`config.mk`:
```
export PLATFORM = sky130hd
export DESIGN_NAME = counter_sat_n
export DESIGN_NICKNAME = d
export VERILOG_FILES = /design/src/rtl/counter_sat_pkg.sv /design/src/rtl/counter_sat_n.sv
export SDC_FILE = /design/constraint.sdc
export NUM_CORES = 1
export LEC_CHECK = 0
export BUFFER_PORTS_ARGS = -buffer_cell sky130_fd_sc_hd__buf_2
export CAP_MARGIN = 10
export CORE_MARGIN = 1
export CORE_UTILIZATION = 26
export DETAILED_ROUTE_END_ITERATION = 10
export PLACE_DENSITY = 0.51
export SYNTH_ARGS = -nofsm -noshare
export SYNTH_HDL_FRONTEND = slang
export SYNTH_SLANG_ARGS = --single-unit
```
`constraint.sdc`:
```
create_clock -name clock -period 1.5 [get_ports clock]
set_clock_uncertainty 0.05 [all_clocks]
set_input_delay 0.15 -clock clock [delete_from_list [all_inputs] [get_ports clock]]
set_output_delay 0.15 -clock clock [all_outputs]
set_load 0.01 [all_outputs]
```
`src/rtl/counter_sat_pkg.sv`:
```
// Shared definitions for counter_sat_n: FSM state encoding and the
// elaboration-time parameter legality check.
package counter_sat_pkg;

  typedef enum logic {
    RUN = 1'b0,
    SAT = 1'b1
  } state_t;

  // True when 1 <= max_count <= 2^width-1 for a practical register width.
  function automatic bit params_ok(input int width, input int max_count);
    longint lim;
    if (width < 32'sd1 || width > 32'sd31) begin
      return 1'b0;
    end else begin
      lim = (64'sd1 << width) - 64'sd1;
      return (max_count >= 32'sd1) && (longint'(max_count) <= lim);
    end
  endfunction

endpackage

```
`src/rtl/counter_sat_n.sv`:
```
// Parametrised up/down counter with synchronous load, enable and a sticky
// saturation state. Optional wrap-around mode: define COUNTER_SAT_RECYCLE_EN.
module counter_sat_n
  import counter_sat_pkg::*;
#(
  parameter int WIDTH     = 3,
  parameter int MAX_COUNT = 7
) (
  input  logic             clock,
  input  logic             clear,
  input  logic             enable,
  input  logic             down,
  input  logic             load,
  input  logic [WIDTH-1:0] load_value,
`ifdef COUNTER_SAT_RECYCLE_EN
  input  logic             recycle,
`endif
  output logic [WIDTH-1:0] count,
  output logic             sat,
  output logic             done
);

  if (!params_ok(WIDTH, MAX_COUNT)) begin : g_bad_params
    $error("counter_sat_n: MAX_COUNT must lie in 1..2^WIDTH-1");
  end

  localparam logic [WIDTH-1:0] MAX_VAL = WIDTH'(MAX_COUNT);
  localparam logic [WIDTH-1:0] ONE     = WIDTH'(32'd1);
  localparam logic [WIDTH-1:0] ZERO    = WIDTH'(32'd0);

  state_t           state_r;
  state_t           state_next_s;
  logic [WIDTH-1:0] count_r;
  logic [WIDTH-1:0] count_next_s;
  logic [WIDTH-1:0] limit_s;
  logic [WIDTH-1:0] clamped_s;
  logic [WIDTH-1:0] step_s;
  logic             wrap_s;
  logic             sat_r;
  logic             done_r;
  logic             done_next_s;

  // Next-state, next-count and done decision; load outranks enable.
  always_comb begin
    limit_s      = down ? ZERO : MAX_VAL;
    clamped_s    = (load_value > MAX_VAL) ? MAX_VAL : load_value;
    step_s       = down ? (count_r - ONE) : (count_r + ONE);
`ifdef COUNTER_SAT_RECYCLE_EN
    wrap_s       = recycle;
`else
    wrap_s       = 1'b0;
`endif
    count_next_s = count_r;
    state_next_s = state_r;
    done_next_s  = 1'b0;

    if (load) begin
      count_next_s = clamped_s;
      state_next_s = (clamped_s == limit_s) ? SAT : RUN;
    end else if (enable && (state_r == RUN)) begin
      if (wrap_s) begin
        // Recycling never saturates; reaching the limit is just another step.
        if (count_r == limit_s) begin
          count_next_s = down ? MAX_VAL : ZERO;
          done_next_s  = 1'b1;
        end else begin
          count_next_s = step_s;
        end
      end else if (count_r == limit_s) begin
        // Already at the limit (e.g. reset with down=1): saturate in place.
        state_next_s = SAT;
        done_next_s  = 1'b1;
      end else begin
        count_next_s = step_s;
        if (step_s == limit_s) begin
          state_next_s = SAT;
          done_next_s  = 1'b1;
        end else begin
          state_next_s = RUN;
        end
      end
    end else begin
      count_next_s = count_r;
    end
  end

  // State and output registers with asynchronous clear.
  always_ff @(posedge clock or negedge clear) begin
    if (!clear) begin
      count_r <= ZERO;
      state_r <= RUN;
      sat_r   <= 1'b0;
      done_r  <= 1'b0;
    end else begin
      count_r <= count_next_s;
      state_r <= state_next_s;
      sat_r   <= (state_next_s == SAT);
      done_r  <= done_next_s;
    end
  end

  assign count = count_r;
  assign sat   = sat_r;
  assign done  = done_r;

endmodule

```
==> results of run 1 <==
-- area by class of cell --
class	count	area (sq um)	area share
Tap cell	15	18.8	0.0336
Inverter	5	18.8	0.0336
Multi-Input combinational cell	35	254	0.454
Timing Repair Buffer	19	115	0.206
Sequential cell	5	126	0.226
Clock buffer	4	26.3	0.0470
-- cells in the mapped netlist (all sizes together) --
cell	number
o31ai	1
o41ai	1
inv	5
a22o	1
a41oi	1
fa	1
buf	1
nand4bb	1
nand4b	1
a211oi	1
nor3	2
or3b	1
xor2	1
or4	1
o21ai	4
dfrtp	5
nand4	1
nor2	4
clkbuf	1
nand3b	1
ha	1
nor2b	1
nand2	5
a32oi	1
a21oi	4
-- worst paths after layout --
| path | startpoint | depth (start not counted) | slack, ns | endpoint |
|---|---|---|---|---|
| hold reg to reg | sat$_DFFE_PN0P_ | 1 | 0.43 | done$_DFF_PN0_ |
| setup / recovery | count[1]$_DFFE_PN0P_ | 6 | 0.03 | sat$_DFFE_PN0P_ |
| setup reg to reg | count[1]$_DFFE_PN0P_ | 6 | 0.03 | sat$_DFFE_PN0P_ |
| min in group asynchronous | clear | 2 | 0.20 | sat$_DFFE_PN0P_ |
| hold / removal | load_value[0] | 3 | 0.09 | count[0]$_DFFE_PN0P_ |
| max in group asynchronous | clear | 2 | 1.05 | count[0]$_DFFE_PN0P_ |
-- report_power, final --
part	internal [mW]	switching [mW]	total, mW	leakage [nW]
Combinational	0.0946	0.104	0.198	0.184
Clock	0.101	0.0557	0.156	0.0150
Sequential	0.151	0.0153	0.166	0.0610
-- flip-flops by register name (all words and copies together), names as in the netlist --
name,cells
count,3
done,1
sat,1
-- per-layer routing --
metal	up-vias	global-route usage
met5	-	0
li1	211	-
met4	0	0.0250
met3	0	0.0667
met1	196	0.184
met2	12	0.246
-- worst max-delay path: cells and delay by family (launching register included) --
| kind | cells | cell delay [ns] |
|---|---|---|
| AOI/OAI and AO/OA | 3 | 0.39 |
| buffers and inverters | 1 | 0.05 |
| xor gates and xnor gates | 1 | 0.15 |
| adders and majority gates | 1 | 0.39 |
| DFF | 1 | 0.35 |
-- timing repair --
action / in CTS / in global routing
hold endpoints to repair: 5 / 0
endpoints found under the setup margin: 3 / 5
cloned: 0 / 0
resized for setup: 2 / 4
hold buffers: 1 / 0
buffers inserted: 1 / 1
pin swaps: 0 / 6
-- cells in the final DEF, fill, tap and decap left out, drive strengths merged, types with 2 or more instances in the layout --
cell type / n
clkbuf: 4
a21oi: 4
nor2: 4
buf: 18
inv: 5
nor3: 2
dfrtp: 5
nand2: 5
o21ai: 4
-- cells by family after synthesis --
kind of cell | after synthesis
AND/OR/NAND/NOR | 18
AO/OA/AOI/OAI | 14
buffers and inverters | 7
flip-flops | 5
adder cells (fa/ha/maj) | 2
XOR/XNOR | 1
==> impl_metrics.csv, run 1 <==
group,metric,value,unit
placement,port_buffers,12,
global_routing,grt_overflow,0,
cells_and_area,fin_area,559,sq um
min_path,holdCritPathClass,"in2reg",
global_routing,grt_pass1_vias,383,
global_routing,grt_pass1_wl,1.59,mm
cts,root_buffer,"clkbuf_4",
route,dr_total_vias,419,
route,dr.pass1.iters,4,
route,wl,1.02,mm
yosys,ys_seq_area_frac,0.327,
placement,dp_cells,76,
route,top_layer,"met3",
placement,place.gp.congestion,0.757,
floorplan,coreArea,0.00133,sq mm
floorplan,chipHeight,40.4,um
critical_path,slowest_delay,0.39,ns
critical_path,cp-start-kind,"flop",
pwr,power,521,uW
timing,hold_viol,0,
floorplan,initial_core_util,0.287,
yosys,ys_types,27,
yosys,synth_fa_ha_area_frac,0.0850,
timing,fin_ws,0.0274,ns
yosys,synth_top_family_by_area,"simple AND/OR/NAND/NOR gates",
timing,setup_tns,0,ns
timing,setup_viol,0,
yosys,yosysWarnings,0,
yosys,syn_area,383,sq um
timing,slew_viol_final,0,
yosys,yosys-top-cells-area,"dfrtp_1, a21oi_1, fa_1, nand2_1, inv_1",
yosys,synthSimpleGateAreaFrac,0.261,
pwr,peakVddDrop,0.611,mV
status,status,"complete, no violations",
run,cap_violations,0,
cts,cts_sinks,5,
critical_path,critPathMaxFanout,3,
floorplan,fp.dieW,40.4,um
cells_and_area,final_nets,79,
critical_path,crit_chain,"inv_2 -> fa_2 -> xor2_1 -> a21oi_1 -> o21ai_1 -> a32oi_1",
cts,insertion_delay,0.24,ns
timing,fmax,679,MHz
cts,htreeDepth,1,
route,wl_met2,519,um
global_routing,antenna_found_initial,0,
yosys,syn-num-nets,57,
critical_path,critical_path_required,1.61,ns
pwr,power_density,931,mW/mm^2
placement,hpwl,739,um
timing,min_period,1.47,ns
cells_and_area,num_antenna_cells,0,
yosys,ys_ff_latch,5,
placement,dp_slack,-0.0412,ns
placement,dpl_cell_area,488,sq um
yosys,synth_xor_xnor_area_share,0.0229,
route,dr_wl_met3,41,um
cts,cts_buffers,3,
timing,fin_hold_ws,0.0934,ns
timing,max_slew_margin,0.754,
floorplan,die_area,0.00163,sq mm
cells_and_area,drive_gt1_frac,0.412,
floorplan,fp-row-count,13,
yosys,synthesis.instances,47,
route,routedWlPerCell,12.3,um
pwr,leakagePower,0.260,nW
timing,fin_crit_sh,0.982,
cells_and_area,instances_no_fill,83,
critical_path,cp_slowest_cell,"fa_2",
yosys,synth_top_area_share,0.327,
global_routing,grt.total_usage,0.151,
floorplan,top_level_ports,13,
yosys,yosysTopAreaCell,"dfrtp_1",
cts,clkTransAtPathRegs,0.04,ns
timing,worst_slew_pin_slew,0.368,ns
critical_path,criticalPathCategory,"reg2reg",
timing,rsz0062_at_grt,"true",
cells_and_area,final_util,0.419,
cts,clockBufferDepth,2,
critical_path,crit_arrival,1.58,ns
cells_and_area,n_fill_cell,145,
route,ant_nets,0,
route,drtIter0Drc,5,
critical_path,cp-end-kind,"flop",
yosys,synth_compound_gate_area_share,0.235,
route,wl_met1,458,um
route,drcViolationCount,0,
yosys,muxShareOfSynthArea,0,
cts,cts_tree,"built",
route,vias_per_cell,5.05,
yosys,syn_area_per_cell,8.15,sq um
global_routing,grt_max_degree,10,
cells_and_area,area_growth,46.1,%
Note: power is estimated with default switching activity, not from simulation.
==> run 2, diff against run 1 <==
--- a/config.mk
+++ b/config.mk
@@ -10,7 +10,7 @@
 export CORE_MARGIN = 1
 export CORE_UTILIZATION = 26
 export DETAILED_ROUTE_END_ITERATION = 10
-export PLACE_DENSITY = 0.51
+export PLACE_DENSITY = 0.49
 export SYNTH_ARGS = -nofsm -noshare
 export SYNTH_HDL_FRONTEND = slang
 export SYNTH_SLANG_ARGS = --single-unit
==> constraint.sdc (replaced) <==
create_clock -name clock -period 1.4 [get_ports clock]
set_clock_uncertainty 0.05 [all_clocks]
set_input_delay 0.14 -clock clock [delete_from_list [all_inputs] [get_ports clock]]
set_output_delay 0.14 -clock clock [all_outputs]
set_load 0.01 [all_outputs]
==> run 2 against run 1 <==
Effect of this change:
- maximum frequency fell by 2.7%
- power rose by 17%
- via count rose by 5.7%
- cell count rose by 3.6%
- highest routed layer unchanged
- largest cell class unchanged
- the run now ends with negative setup slack left
- first-iteration DRC count rose by 100%
- combinational power rose by 27%
- non-clock buffer count rose by 3
- largest power group unchanged
- die area did not move
- worst hold slack got worse by 0.0094 ns
- utilization rose by 3.4 points
- worst setup slack got worse by 0.14 ns
==> impl_metrics.csv, run 2 (synthesis results as in run 1) <==
group,metric,value,unit
critical_path,critical_path_buf_inv_count,1,
route,drcViolationCount,0,
cts,root_buffer,"clkbuf_4",
floorplan,fp-row-count,13,
timing,fin_ws,-0.114,ns
critical_path,crit_family,"flip-flops",
floorplan,coreArea,0.00133,sq mm
timing,hold_viol,0,
cts,cts_tree,"built",
run,cap_violations,0,
cells_and_area,layout_common_cells,"buf_2, buf_4, inv_2, nand2_1",
min_path,holdCritPathClass,"in2reg",
min_path,holdPathEnd,"count[0]$_DFFE_PN0P_",
timing,min_period,1.51,ns
floorplan,top_level_ports,13,
floorplan,die_area,0.00163,sq mm
placement,port_buffers,12,
cells_and_area,instances_no_fill,86,
critical_path,cp-start-kind,"flop",
floorplan,initial_core_util,0.287,
timing,worst_slew_pin_slew,0.289,ns
cts,htreeDepth,1,
critical_path,reg2reg_depth,6,
timing,slew_viol_final,0,
cts,cts_sinks,5,
pwr,power,607,uW
route,ant_nets,0,
critical_path,crit_chain,"inv_2 -> fa_2 -> xor2_1 -> a21oi_1 -> o21ai_1 -> a32oi_1",
cts,insertion_delay,0.25,ns
cells_and_area,fin_area,604,sq um
min_path,min_delay_path_depth,3,
placement,place.gp.congestion,0.704,
critical_path,critPathMaxFanout,4,
route,dr.pass1.iters,4,
critical_path,crit_arrival,1.63,ns
critical_path,cp_slowest_cell,"dfrtp_2",
cts,clockBufferDepth,2,
cells_and_area,drive_gt1_frac,0.521,
critical_path,worstReg2RegEnd,"sat$_DFFE_PN0P_",
timing,max_slew_margin,0.805,
timing,setup_tns,-0.349,ns
floorplan,chipHeight,40.4,um
route,vias_per_cell,5.15,
status,violations,"negative setup slack",
cells_and_area,mostFrequentLayoutCell,"buf_2",
pwr,peakVddDrop,0.594,mV
floorplan,fp.dieW,40.4,um
cells_and_area,area_growth,57.8,%
placement,dpl_cell_area,527,sq um
status,status,"complete, but fails checks",
critical_path,rrSetupSlack,-0.11,ns
timing,setup_viol,4,
placement,hpwl,823,um
global_routing,grt_overflow,0,
timing,fin_crit_sh,1.08,
cells_and_area,largest_reg_flops,3,
critical_path,criticalPathCategory,"reg2reg",
cts,clkTransAtPathRegs,0.05,ns
global_routing,antenna_found_initial,0,
critical_path,critical_path_required,1.52,ns
timing,rsz0062_at_grt,"true",
pwr,power_density,1000,mW/mm^2
placement,dp_cells,79,
critical_path,cp-end-kind,"flop",
timing,fmax,661,MHz
cells_and_area,final_nets,82,
min_path,min_from,"load_value[0]",
cells_and_area,num_antenna_cells,0,
pwr,leakagePower,0.273,nW
route,drtIter0Drc,10,
global_routing,grt.total_usage,0.173,
global_routing,grt_max_degree,10,
cts,cts_buffers,3,
global_routing,grt_pass1_wl,1.77,mm
critical_path,slowest_delay,0.40,ns
route,routedWlPerCell,13.0,um
route,wl,1.12,mm
critical_path,r2r-start,"count[1]$_DFFE_PN0P_",
global_routing,grt_pass1_vias,425,
route,dr_total_vias,443,
run 2: cell count changes in the layout (fill, tap and decap cells not counted), sizes merged:
cell  previous run  this run
buf             18        21
run 2: repair_timing:
| item | in CTS | in global routing |
|---|---|---|
| resized for setup | 1 | 7 |
| setup buffers | 1 | 1 |
| endpoints found under the hold margin | 5 | 0 |
| pin swaps | 4 | 4 |
| setup endpoints to repair | 4 | 5 |
| cloned | 0 | 0 |
| hold buffers | 1 | 0 |
run 2: how the worst max path moves through the flow:
stage / startpoint / endpoint / slack [ns] / cells after the start
2_1_floorplan: count[0]$_DFFE_PN0P_ / sat$_DFFE_PN0P_ / -0.05 / 6
3_3_place_gp: count[1]$_DFFE_PN0P_ / sat$_DFFE_PN0P_ / -0.12 / 6
3_5_place_dp: count[1]$_DFFE_PN0P_ / done$_DFF_PN0_ / -0.13 / 6
4_1_cts: count[1]$_DFFE_PN0P_ / done$_DFF_PN0_ / -0.12 / 6
5_1_grt: count[1]$_DFFE_PN0P_ / done$_DFF_PN0_ / -0.21 / 6
6_report: count[1]$_DFFE_PN0P_ / sat$_DFFE_PN0P_ / -0.11 / 6
run 2: final cells by class:
class	instances	area (sq um)
Fill cell	149	729
Multi-Input combinational cell	35	272
Timing Repair Buffer	22	141
Sequential cell	5	128
Clock buffer	4	26.3
Inverter	5	18.8
Tap cell	15	18.8
run 2: metal layers:
layer | vias up | wire (um) | GRT usage | share of wire
met3 | 0 | 55 | 0.0833 | 0.049
met4 | 0 | 0 | 0.0500 | 0
met2 | 13 | 577 | 0.310 | 0.52
met5 | - | 0 | 0 | 0
li1 | 218 | - | - | -
met1 | 212 | 486 | 0.175 | 0.43
run 2: power by group:
group          internal (mW)  switching [mW]  total, mW
clock network          0.108          0.0661      0.174
logic                  0.126           0.126      0.252
registers              0.163          0.0184      0.181
total                  0.397           0.210      0.607
run 2: through the flow:
step                       util  setup WS [ns]  hold WS, ns
after floorplan               -        -0.0495       -0.206
after global placement    0.395         -0.124      -0.0858
after detailed placement  0.395         -0.130      -0.0839
after CTS                 0.430         -0.117       0.0789
after global routing      0.453         -0.206       0.0953
final                     0.453         -0.114       0.0840
run 2: worst reg2reg max path, delay by kind of cell, from the launching register on:
| family | cells | cell delay, ns |
|---|---|---|
| xor gates and xnor gates | 1 | 0.16 |
| AOI/OAI and AO/OA | 3 | 0.39 |
| buffers and inverters | 1 | 0.05 |
| adders and majority gates | 1 | 0.38 |
| DFF | 1 | 0.40 |
==> run 3, diff against run 2 <==
--- a/config.mk
+++ b/config.mk
@@ -5,12 +5,13 @@
 export SDC_FILE = /design/constraint.sdc
 export NUM_CORES = 1
 export LEC_CHECK = 0
+export ABC_AREA = 1
 export BUFFER_PORTS_ARGS = -buffer_cell sky130_fd_sc_hd__buf_2
 export CAP_MARGIN = 10
 export CORE_MARGIN = 1
 export CORE_UTILIZATION = 26
 export DETAILED_ROUTE_END_ITERATION = 10
-export PLACE_DENSITY = 0.49
+export PLACE_DENSITY = 0.48
 export SYNTH_ARGS = -nofsm -noshare
 export SYNTH_HDL_FRONTEND = slang
 export SYNTH_SLANG_ARGS = --single-unit
==> run 3 against run 2 <==
Effect of this change:
- the flow still finishes with violations (negative setup slack)
- count of clock-buffer cells in the layout is the same
- flip-flop and latch count did not move
- wire length down 17%
- die area grew 7.4%
- via count decreased by 5.4%
- sequential share of layout area about the same
- utilization decreased by 5.1 points
- worst setup slack better by 0.081 ns
- worst hold slack gained 0.085 ns
- maximum frequency up 5.7%
- critical endpoint is now count[2]$_DFFE_PN0P_
- highest routed layer unchanged
==> impl_metrics.csv, run 3 <==
group,metric,value,unit
critical_path,cp-end-kind,"flop",
cells_and_area,drive_gt1_frac,0.506,
timing,worst_slew_pin_slew,0.172,ns
floorplan,fp-row-count,14,
route,ant_nets,0,
timing,slew_viol_final,0,
cts,cts_sinks,5,
yosys,synth_edf_count,0,
yosys,ys_ff_latch,5,
critical_path,cp-start-kind,"flop",
cells_and_area,mostFrequentLayoutCell,"nand2_1",
critical_path,criticalPathCategory,"reg2reg",
global_routing,grt_overflow,0,
timing,max_slew_margin,0.885,
route,drtIter0Drc,5,
floorplan,initial_core_util,0.277,
yosys,yosysTopAreaCell,"dfrtp_1",
placement,port_buffers,12,
cells_and_area,largest_reg_flops,3,
placement,place.gp.congestion,0.756,
global_routing,grt.total_usage,0.120,
route,drcViolationCount,0,
floorplan,top_level_ports,13,
placement,dpl_cell_area,549,sq um
placement,dp_slack,-0.0523,ns
critical_path,critPathMaxFanout,6,
cts,htreeDepth,1,
run,cap_violations,0,
cells_and_area,fin_area,599,sq um
yosys,synth_top_area_share,0.303,
cells_and_area,final_util,0.403,
timing,min_period,1.43,ns
timing,setup_tns,-0.0893,ns
pwr,power_density,1370,mW/mm^2
route,vias_per_cell,4.32,
yosys,synth_most_common_cell,"nand2_1",
pwr,power,820,uW
floorplan,die_area,0.00175,sq mm
cts,cts_setup_buffers,0,
timing,fmax,698,MHz
status,violations,"negative setup slack",
cts,clkTransAtPathRegs,0.04,ns
critical_path,crit_arrival,1.49,ns
yosys,ys_seq_area_frac,0.303,
global_routing,grt_pass1_vias,394,
route,routedWlPerCell,9.58,um
yosys,ys_types,17,
cells_and_area,layout_common_cells,"nand2_1, buf_2, buf_4",
floorplan,coreArea,0.00149,sq mm
cts,cts_buffers,3,
cells_and_area,num_antenna_cells,0,
timing,setup_viol,4,
global_routing,grt_pass1_wl,1.62,mm
yosys,synth_flop_cell,"dfrtp_1",
floorplan,chipHeight,41.9,um
status,status,"complete, but fails checks",
placement,hpwl,775,um
yosys,synthesis.instances,57,
route,dr_total_vias,419,
critical_path,critical_path_required,1.46,ns
pwr,peakVddDrop,0.677,mV
route,dr.pass1.iters,4,
yosys,yosys-top-cells-area,"dfrtp_1, nand2_1, nand3_2, inv_1, fa_1",
cts,cts_tree,"built",
cells_and_area,area_growth,45.2,%
timing,hold_viol,0,
yosys,synthArstFlopShare,1.00,
yosys,yosysWarnings,0,
yosys,synth_common_cells,"nand2_1, inv_1, dfrtp_1",
timing,fin_crit_sh,1.02,
timing,fin_ws,-0.0326,ns
yosys,syn_area,413,sq um
cts,clockBufferDepth,2,
yosys,syn_area_per_cell,7.24,sq um
route,wl,929,um
min_path,holdCritPathClass,"in2reg",
floorplan,fp.dieW,41.9,um
global_routing,grt_max_degree,9,
timing,rsz0062_at_grt,"true",
cells_and_area,final_nets,92,
pwr,leakagePower,0.328,nW
yosys,syn-num-nets,67,
global_routing,antenna_found_initial,0,
cts,insertion_delay,0.23,ns
cts,root_buffer,"clkbuf_4",
==> run 3: changes by cell type after synthesis, moves of 2 or more <==
cell | previous run | this run
inv_1 | 4 | 6
nand3_2 | 0 | 4
nand3_1 | 0 | 4
nand2_2 | 0 | 3
nand2_1 | 5 | 16
==> run 3: kinds of logic after synthesis <==
logic type,after synthesis,synth area share
adder cells (fa/ha/maj),2,0.0788
flip-flops,5,0.303
buffers and inverters,8,0.0788
AND/OR/NAND/NOR,34,0.442
AO/OA/AOI/OAI,8,0.0969
==> run 3: metal layers <==
metal,vias to the layer above,global-route usage,share of wire
met5,-,0,0
met4,0,0.0581,0
met3,0,0,0.019
met2,5,0.181,0.47
met1,181,0.177,0.51
li1,233,-,-
==> run 3: final timing paths <==
check                                     start  slack, ns  cells after the start              endpoint
setup / recovery           count[1]$_DFFE_PN0P_      -0.03                      8  count[2]$_DFFE_PN0P_
hold / removal                           enable       0.17                      3        done$_DFF_PN0_
setup reg to reg           count[1]$_DFFE_PN0P_      -0.03                      8  count[2]$_DFFE_PN0P_
hold reg to reg            count[0]$_DFFE_PN0P_       0.52                      2  count[0]$_DFFE_PN0P_
max in group asynchronous                 clear       0.97                      2  count[1]$_DFFE_PN0P_
min in group asynchronous                 clear       0.19                      2  count[0]$_DFFE_PN0P_
==> run 3: repair_timing <==
| action | 4_1_cts | 5_1_grt |
|---|---|---|
| resized for setup | 0 | 3 |
| endpoints found under the setup margin | 5 | 5 |
| hold buffers | 1 | 0 |
| pin swaps | 1 | 1 |
| endpoints found under the hold margin | 5 | 0 |
==> run 3: cell type report <==
type,instances,area (sq um)
Fill cell,156,890
Multi-Input combinational cell,44,272
Sequential cell,5,126
Timing Repair Buffer,20,123
Inverter,8,32.5
Clock buffer,4,26.3
Tap cell,16,20.0
==> run 3: worst max-delay path, stage by stage (launching register included) <==
cell and delay, ns:
dfrtp_2 0.42, ha_1 0.28, nand2_1 0.05, nor2_1 0.11
nand3_2 0.11, nand3_2 0.09, nand2_4 0.07, nand2_1 0.06
o21ai_1 0.07
==> run 3: stage by stage <==
step           hold WS (ns)  cells
6_report              0.169     97
5_1_grt               0.188     97
4_1_cts               0.166     97
3_5_place_dp        -0.0932     92
3_3_place_gp        -0.0926     92
2_1_floorplan        -0.206     57
==> run 3: power breakdown <==
group / total (mW) / internal, mW / switching (mW) / leakage [nW]
clock: 0.160 / 0.107 / 0.0524 / 0.0150
combinational: 0.444 / 0.197 / 0.247 / 0.251
sequential: 0.217 / 0.186 / 0.0310 / 0.0614
total: 0.820 / 0.490 / 0.330 / 0.328
